**src/rtl/serial_frame_capture_pkg.sv**
```systemverilog
// Shared state encoding, identification constant and sizing helper for serial_frame_capture.
// The optional parity stage is enabled by defining PARITY_CHK_EN.
package serial_frame_capture_pkg;

  typedef enum logic [1:0] {
    HUNT    = 2'd0,
    CAPTURE = 2'd1,
    PARITY  = 2'd2
  } state_e;

  // Team identification word; the upstream gated-D stage exposes the same value.
  localparam logic [19:0] ID_NUM = 20'h65166;

  function automatic int counterWidth(input int maxVal);
    return (maxVal > 1) ? $clog2(maxVal + 1) : 1;
  endfunction

endpackage

```
**src/rtl/serial_frame_capture_sync_window_match.sv**
```systemverilog
// Sliding sync-word window with fill counter; match_o strobes when the word just shifted in completes the sync pattern.
// A flush empties the window so payload bits never take part in the next search.
module sync_window_match
  import serial_frame_capture_pkg::*;
#(
  parameter int                SYNC_W       = 8,
  parameter logic [SYNC_W-1:0] SYNC_PATTERN = 8'hA5
) (
  input  logic clk,
  input  logic clear0,
  input  logic shift_i,
  input  logic bit_i,
  input  logic flush_i,
  output logic match_o
);

  localparam int FILL_W = counterWidth(SYNC_W);

  logic [SYNC_W-1:0] window_q;
  logic [SYNC_W-1:0] window_d;
  logic [FILL_W-1:0] fill_q;
  logic [FILL_W-1:0] fill_d;

  // A match is judged on the window as it will be after this bit, and only once it holds SYNC_W real bits.
  always_comb begin
    window_d = {window_q[SYNC_W-2:0], bit_i};
    fill_d   = (fill_q == FILL_W'(SYNC_W)) ? fill_q : fill_q + 1'b1;
    match_o  = shift_i && (window_d == SYNC_PATTERN) && (fill_d == FILL_W'(SYNC_W));
  end

  always_ff @(posedge clk or negedge clear0) begin
    if (!clear0) begin
      window_q <= '0;
      fill_q   <= '0;
    end else if (flush_i) begin
      window_q <= '0;
      fill_q   <= '0;
    end else if (shift_i) begin
      window_q <= window_d;
      fill_q   <= fill_d;
    end
  end

endmodule

```
**src/rtl/serial_frame_capture.sv**
```systemverilog
// Serial frame capture: hunts for a sync word, then captures DATA_W payload bits MSB-first and counts frames.
// Define PARITY_CHK_EN to add an even-parity bit after the payload; otherwise parity_err is tied low.
module serial_frame_capture
  import serial_frame_capture_pkg::*;
#(
  parameter int                SYNC_W       = 8,
  parameter logic [SYNC_W-1:0] SYNC_PATTERN = 8'hA5,
  parameter int                DATA_W       = 8,
  parameter int                CNT_W        = 8
) (
  input  logic              clk,
  input  logic              clear0,
  input  logic              bit_in,
  input  logic              bit_en,
  output logic              sync_found,
  output logic [DATA_W-1:0] data_out,
  output logic              data_valid,
  output logic [CNT_W-1:0]  frame_cnt,
  output logic              busy,
  output logic              parity_err,
  output logic [19:0]       id_num
);

  localparam int BC_W = counterWidth(DATA_W - 1);

  state_e            state_q;
  logic [BC_W-1:0]   bit_cnt_q;
  logic [DATA_W-1:0] shift_q;
  logic [DATA_W-1:0] shift_d;
  logic [DATA_W-1:0] data_out_q;
  logic [CNT_W-1:0]  frame_cnt_q;
  logic [CNT_W-1:0]  frame_cnt_d;
  logic              sync_found_q;
  logic              data_valid_q;
  logic              busy_q;
  logic              last_bit;
  logic              match;
  logic              flush;
`ifdef PARITY_CHK_EN
  logic              parity_err_q;
  logic              parity_ok;
`endif

  // Flush the sync window on the edge that ends a frame, whatever its outcome.
  always_comb begin
    shift_d     = (shift_q << 1) | DATA_W'(bit_in);
    last_bit    = (bit_cnt_q == BC_W'(DATA_W - 1));
    frame_cnt_d = (frame_cnt_q == {CNT_W{1'b1}}) ? frame_cnt_q : frame_cnt_q + 1'b1;
`ifdef PARITY_CHK_EN
    parity_ok   = ~((^shift_q) ^ bit_in);
    flush       = bit_en && (state_q == PARITY);
`else
    flush       = bit_en && (state_q == CAPTURE) && last_bit;
`endif
  end

  sync_window_match #(
    .SYNC_W       (SYNC_W),
    .SYNC_PATTERN (SYNC_PATTERN)
  ) u_sync_window_match (
    .clk     (clk),
    .clear0  (clear0),
    .shift_i (bit_en && (state_q == HUNT)),
    .bit_i   (bit_in),
    .flush_i (flush),
    .match_o (match)
  );

  // Frame FSM; pulses default low every edge and are raised by the edge sampling the qualifying bit.
  always_ff @(posedge clk or negedge clear0) begin
    if (!clear0) begin
      state_q      <= HUNT;
      bit_cnt_q    <= '0;
      shift_q      <= '0;
      data_out_q   <= '0;
      frame_cnt_q  <= '0;
      sync_found_q <= 1'b0;
      data_valid_q <= 1'b0;
      busy_q       <= 1'b0;
`ifdef PARITY_CHK_EN
      parity_err_q <= 1'b0;
`endif
    end else begin
      sync_found_q <= 1'b0;
      data_valid_q <= 1'b0;
`ifdef PARITY_CHK_EN
      parity_err_q <= 1'b0;
`endif
      if (bit_en) begin
        case (state_q)
          HUNT: begin
            if (match) begin
              sync_found_q <= 1'b1;
              state_q      <= CAPTURE;
              bit_cnt_q    <= '0;
              busy_q       <= 1'b1;
            end
          end
          CAPTURE: begin
            shift_q   <= shift_d;
            bit_cnt_q <= bit_cnt_q + 1'b1;
            if (last_bit) begin
`ifdef PARITY_CHK_EN
              state_q      <= PARITY;
`else
              data_out_q   <= shift_d;
              data_valid_q <= 1'b1;
              frame_cnt_q  <= frame_cnt_d;
              state_q      <= HUNT;
              busy_q       <= 1'b0;
`endif
            end
          end
`ifdef PARITY_CHK_EN
          PARITY: begin
            if (parity_ok) begin
              data_out_q   <= shift_q;
              data_valid_q <= 1'b1;
              frame_cnt_q  <= frame_cnt_d;
            end else begin
              parity_err_q <= 1'b1;
            end
            state_q <= HUNT;
            busy_q  <= 1'b0;
          end
`endif
          default: begin
            state_q <= HUNT;
            busy_q  <= 1'b0;
          end
        endcase
      end
    end
  end

  assign sync_found = sync_found_q;
  assign data_out   = data_out_q;
  assign data_valid = data_valid_q;
  assign frame_cnt  = frame_cnt_q;
  assign busy       = busy_q;
  assign id_num     = ID_NUM;
`ifdef PARITY_CHK_EN
  assign parity_err = parity_err_q;
`else
  assign parity_err = 1'b0;
`endif

endmodule

```
**config.mk**
```make
export PLATFORM = sky130hd
export DESIGN_NAME = serial_frame_capture
export DESIGN_NICKNAME = d
export VERILOG_FILES = /design/src/rtl/serial_frame_capture_pkg.sv /design/src/rtl/serial_frame_capture_sync_window_match.sv /design/src/rtl/serial_frame_capture.sv
export SDC_FILE = /design/constraint.sdc
export NUM_CORES = 1
export LEC_CHECK = 0
export CORE_MARGIN = 4
export CORE_UTILIZATION = 45
export CTS_CLUSTER_SIZE = 14
export DETAILED_ROUTE_END_ITERATION = 8
export PLACE_DENSITY_LB_ADDON = 0.08
export SKIP_CTS_REPAIR_TIMING = 1
export SYNTH_ARGS = -nofsm -noshare
export SYNTH_HDL_FRONTEND = slang
export SYNTH_SLANG_ARGS = --single-unit
```
**constraint.sdc**
```tcl
create_clock -name clk -period 2.5 [get_ports clk]
set_input_delay 0.375 -clock clk [delete_from_list [all_inputs] [get_ports clk]]
set_output_delay 0.375 -clock clk [all_outputs]
set_load 0.02 [all_outputs]
```
==> results of run 1 <==
==> report_power, final <==
group          switching, mW  leakage [nW]  internal [mW]
clock                  0.227        0.0414          0.198
sequential            0.0616         0.541          0.688
combinational          0.112         0.590         0.0704
==> stage by stage <==
step                 util  instances  cell area, sq um
floorplan               -        209              1980
global placement    0.519        258              2100
detailed placement  0.519        258              2100
CTS                 0.541        266              2190
global route        0.541        266              2190
finish              0.541        266              2190
==> layout make-up <==
class                           count  area [sq um]
Multi-Input combinational cell    138           785
Clock inverter                      2          16.3
Sequential cell                    40          1000
Inverter                            5          18.8
Timing Repair Buffer               25           238
Clock buffer                        6          72.6
Fill cell                         357          1860
Tap cell                           50          62.6
==> flip-flops by register name (all words and copies together) (netlist names), 3 cells and up <==
name / cells
data_out: 8
frame_cnt: 8
shift_q: 7
u_sync_window_match.window_q: 7
u_sync_window_match.fill_q: 4
bit_cnt_q: 3
==> synth_stat cells (3+ instances only) <==
library cell and count:
nor2_1 8, dfrtp_1 40, mux2_2 9, xor2_1 3
nand2_1 44, a21oi_1 4, nand4_1 5, clkbuf_1 4
nand3_1 8, inv_1 4, and3_1 4, buf_4 21
ha_1 5
==> cells by family after synthesis <==
group / Yosys count / synth area share
xor gates and xnor gates: 3 / 0.0138
other: 2 / 0.00393
DFF: 40 / 0.524
buffers and inverters: 31 / 0.103
adders and majority gates: 5 / 0.0327
AOI/OAI and AO/OA: 19 / 0.0694
muxes: 10 / 0.0583
and+or+nand+nor: 80 / 0.195
==> how the worst min path moves through the flow <==
stage / from / end / slack (ns) / cells past startpoint
final: clear0 / u_sync_window_match.fill_q[2]$_DFFE_PN0P_ / 0.21 / 1
after global routing: clear0 / u_sync_window_match.window_q[0]$_DFFE_PN0P_ / 0.28 / 1
after CTS: clear0 / frame_cnt[1]$_DFFE_PN0P_ / 0.23 / 1
after detailed placement: data_out[3]$_DFFE_PN0P_ / data_out[3]$_DFFE_PN0P_ / 0.46 / 2
after global placement: shift_q[6]$_DFFE_PN0P_ / data_out[7]$_DFFE_PN0P_ / 0.46 / 2
after floorplan: clear0 / bit_cnt_q[0]$_DFFE_PN0P_ / 0.08 / 0
==> worst max-delay path: cells and delay by family (launching register included) <==
kind            cells  cell delay [ns]
buf+inv             1             0.11
flops               1             0.46
simple gates        2             0.40
fa+ha+maj           1             0.32
compound gates      2             0.61
==> cells in the final DEF, fill, tap and decap left out, drive strengths merged, types with 2 or more instances in the layout <==
cell type,n
a31o,2
nand4,5
nand3,9
nand2,44
mux2,9
and3,4
nor2b,2
a22o,2
nor2,8
clkdlybuf4s50,21
buf,4
a21o,2
ha,5
o21ai,2
nand2b,2
xor2,3
dfrtp,40
conb,21
a31oi,2
inv,5
clkbuf,6
a21oi,4
==> metal layers <==
metal	GRT usage	share of wire	vias to the layer above
met5	0	0	-
met4	0.0369	0.0086	0
met3	0.0468	0.058	5
met2	0.246	0.47	37
met1	0.195	0.46	632
li1	-	-	647
==> impl_metrics.tcl, run 1 <==
set metrics [dict create \
    vias 1321 \
    synth-async-reset-ratio 1.00 \
    hold_viol_final 0 \
    startpoint "u_sync_window_match.fill_q[0]$_DFFE_PN0P_" \
    yosys_most_used_dff "dfrtp_1" \
    netlist_instances 190 \
    clock_latency_ns 0.29 \
    worstSetupPathType "register to register" \
    hold_path.class "input port to async pin" \
    drt_iter0_drc 94 \
    cts.clk_slew.worst_paths_ns 0.08 \
    arrival_ns 2.19 \
    yosysSeqAreaShare 0.524 \
    synth_area_sq_um 1910 \
    min_period_over_period 0.801 \
    holdWs_ns 0.205 \
    synth.avg_cell_area_sq_um 10.1 \
    dpl_worst_slack_ns 0.498 \
    worstSetupEndpointType "register" \
    antenna_found_initial 0 \
    synth_seq_cells 40 \
    clock_skew_ns 0.00392 \
    die-area_sq_um 5350 \
    status "completed" \
    ant_nets 0 \
    power.density_nw_per_um2 619 \
    cts_buffers 5 \
    drv_cap 0 \
    initial_core_util 0.471 \
    slew_violations 0 \
    htreeDepth 2 \
    r2r_end "bit_cnt_q[1]$_DFFE_PN0P_" \
    rows 23 \
    grt_use_total 0.151 \
    max_freq_mhz 500 \
    drive_above_1_share 0.111 \
    clock_sinks 40 \
    core_sq_um 4060 \
    tritoncts "built" \
    num-nets-final 224 \
    r2r-start "u_sync_window_match.fill_q[0]$_DFFE_PN0P_" \
    worst-slew-pin-transition_ns 0.876 \
    grt_pass1_vias 1321 \
    drt_first_pass_iters 4 \
    ir_worst_vdd_mv 0.377 \
    synth_top_cell_area_share 0.524 \
    setup_tns_ns 0 \
    p_total_mw 1.36 \
    routed_wl_microns 3620 \
    synth_edf_count 0 \
    synth_area_leaders "dfrtp_1 (52%), nand2_1 (8.6%), buf_4 (8.3%), mux2_2 (5.3%), ha_1 (3.3%)" \
    relSlewSlack 0.416 \
    crit_slowest_cell "dfrtp_1" \
    yosysWarnings 0 \
    crit_fanout 7 \
    ff2ff_setup_slack_ns 0.50 \
    die_h_microns 73.2 \
    yosysTopAreaCell "dfrtp_1" \
    die_width_microns 73.2 \
    drc 0 \
    grt_pass1_wl_microns 6220 \
    overflow 0 \
    crit_chain "inv_1 > ha_1 > nor4bb_1 > nand4_1 > a211o_1 > a31o_2" \
    crit_required_ns 2.68 \
    port_buffers 22 \
    grt_start_max_net_pins 41 \
    synth_cell_types 36 \
    setup_ws_ns 0.499 \
    cpPeakStageDelay_ns 0.46 \
    rsz0062_at_grt "false" \
    diodes 0 \
    period_needed_ns 2.00 \
    top_level_ports 44 \
    leakage_nw 1.17 \
    cts.root.buffer_cell "clkbuf_8" \
    syn_to_final_growth_pct 14.8 \
    post_drt_wl_per_cell_microns 13.6 \
    cp-endpoint "bit_cnt_q[1]$_DFFE_PN0P_" \
    cts_buffer_depth 2 \
    crit_path_start_kind "register" \
    reg2reg_depth 6 \
    routed_via_density 4.97 \
    place_congestion 0.756 \
    setup_viol 0 \
    dp_hpwl_microns 2540 \
]
Note: power is estimated with default switching activity, not from simulation.
==> run 2: changes to the inputs <==
==> constraint.sdc (replaced) <==
create_clock -name clk -period 1.9 [get_ports clk]
set_input_delay 0.285 -clock clk [delete_from_list [all_inputs] [get_ports clk]]
set_output_delay 0.285 -clock clk [all_outputs]
set_load 0.02 [all_outputs]
==> impl_metrics.tcl, run 2 (synthesis gave the netlist of run 1 again) <==
set metrics [dict create \
    drive_above_1_share 0.136 \
    antenna_found_initial 0 \
    htreeDepth 2 \
    routed_wl_microns 3620 \
    num-nets-final 229 \
    routed_via_density 4.83 \
    diodes 0 \
    tritoncts "built" \
    post_drt_wl_per_cell_microns 13.3 \
    worstSetupPathType "register to register" \
    die_h_microns 73.2 \
    cts.root.buffer_cell "clkbuf_8" \
    crit_required_ns 2.09 \
    hold_path.class "input port to async pin" \
    ant_nets 0 \
    seqPwrFrac 0.487 \
    max_freq_mhz 555 \
    leakage_nw 1.22 \
    crit_path_start_kind "register" \
    critPathBufInv 1 \
    fin_util 0.558 \
    rsz0062_at_grt "false" \
    hold_viol_final 0 \
    cpPeakStageDelay_ns 0.35 \
    arrival_ns 2.00 \
    rows 23 \
    setup_viol 0 \
    dp_hpwl_microns 2570 \
    clock_skew_ns 0.00979 \
    vias 1308 \
    port_buffers 22 \
    holdWs_ns 0.0330 \
    worst-slew-pin-transition_ns 0.502 \
    power_frac_comb 0.142 \
    clock_sinks 40 \
    grt_pass1_vias 1337 \
    crit_slowest_cell "dfrtp_1" \
    crit_chain "inv_1 > ha_1 > nor4bb_1 > nand4_1 > a211o_1 > a31o_2" \
    layout_commonest_cell "nand2_1" \
    crit_family "compound AO/OA/AOI/OAI gates" \
    power.density_nw_per_um2 874 \
    die-area_sq_um 5350 \
    final_cell_mix "nand2_1 (44), dfrtp_1 (40), conb_1 (21), clkdlybuf4s50_1 (21), mux2_2 (9)" \
    grt_pass1_wl_microns 6180 \
    pwr-share-clk 0.371 \
    place_inst 263 \
    setup_tns_ns 0 \
    relSlewSlack 0.666 \
    swShare 0.266 \
    cts.clk_slew.worst_paths_ns 0.09 \
    final_cell_count_no_fill 271 \
    period_needed_ns 1.80 \
    status "completed" \
    drc 0 \
    cts_buffer_depth 2 \
    min_period_over_period 0.949 \
    p_int_mw 1.45 \
    initial_core_util 0.471 \
    place_congestion 0.764 \
    die_width_microns 73.2 \
    clock_latency_ns 0.30 \
    worstSetupEndpointType "register" \
    crit_fanout 5 \
    syn_to_final_growth_pct 18.5 \
    grt_use_total 0.149 \
    drt_iter0_drc 49 \
    drv_cap 0 \
    slew_violations 0 \
    drt_first_pass_iters 4 \
    core_sq_um 4060 \
    grt_start_max_net_pins 41 \
    overflow 0 \
    ir_worst_vdd_mv 0.503 \
    cts_buffers 5 \
    top_level_ports 44 \
    p_sw_uw 527 \
]
run 2: cell count changes in the layout (fill, tap and decap cells not counted):
| cell | before | now |
|---|---|---|
| clkinvlp_4 | 1 | 0 |
| clkbuf_1 | 1 | 0 |
| clkbuf_8 | 5 | 6 |
| buf_4 | 3 | 8 |
| bufinv_16 | 0 | 1 |
run 2: worst reg2reg max path, cell delays in order (launching register included):
cell and delay [ns]:
dfrtp_1 0.35, inv_1 0.07, ha_1 0.31, nor4bb_1 0.27, nand4_1 0.13, a211o_1 0.31
a31o_2 0.27
run 2: area by class of cell:
cell class / count / area, sq um
fillers: 344 / 1790
inverters: 5 / 18.8
clock inverters: 2 / 38.8
well taps: 50 / 62.6
multi-input cells: 138 / 785
repair buffers: 30 / 275
flip-flops and latches: 40 / 1000
clock buffers: 6 / 82.6
run 2: power by group through the flow:
stage               registers (mW)  clock network (mW)  logic, mW
floorplan                    0.961                   0      0.242
global placement             0.977                   0      0.277
detailed placement           0.979                   0      0.279
CTS                          0.962               0.758      0.281
global route                 0.974               0.781      0.325
finish                       0.963               0.735      0.280
run 2: stage by stage:
stage | power [mW] | setup slack, ns | cell area (sq um)
floorplan | 1.20 | 0.0654 | 1980
global placement | 1.25 | 0.113 | 2140
detailed placement | 1.26 | 0.0416 | 2140
CTS | 2.00 | 0.0315 | 2260
global route | 2.08 | 0.0103 | 2260
finish | 1.98 | 0.0971 | 2260
run 2: worst paths after layout:
check | endpoint | cells after the start | from | slack [ns]
min reg2reg | data_out[5]$_DFFE_PN0P_ | 2 | data_out[5]$_DFFE_PN0P_ | 0.48
max | bit_cnt_q[1]$_DFFE_PN0P_ | 6 | u_sync_window_match.fill_q[0]$_DFFE_PN0P_ | 0.1
min in group clk | data_out[5]$_DFFE_PN0P_ | 2 | data_out[5]$_DFFE_PN0P_ | 0.48
max reg2reg | bit_cnt_q[1]$_DFFE_PN0P_ | 6 | u_sync_window_match.fill_q[0]$_DFFE_PN0P_ | 0.1
min | u_sync_window_match.fill_q[2]$_DFFE_PN0P_ | 2 | clear0 | 0.03
max in group asynchronous | frame_cnt[6]$_DFFE_PN0P_ | 2 | clear0 | 1.51
run 2: layer usage:
metal | vias up | track usage | share of wire
li1 | 656 | - | -
met2 | 36 | 0.236 | 0.45
met1 | 611 | 0.199 | 0.48
met3 | 5 | 0.0344 | 0.055
met4 | 0 | 0.0553 | 0.013
met5 | - | 0 | 0
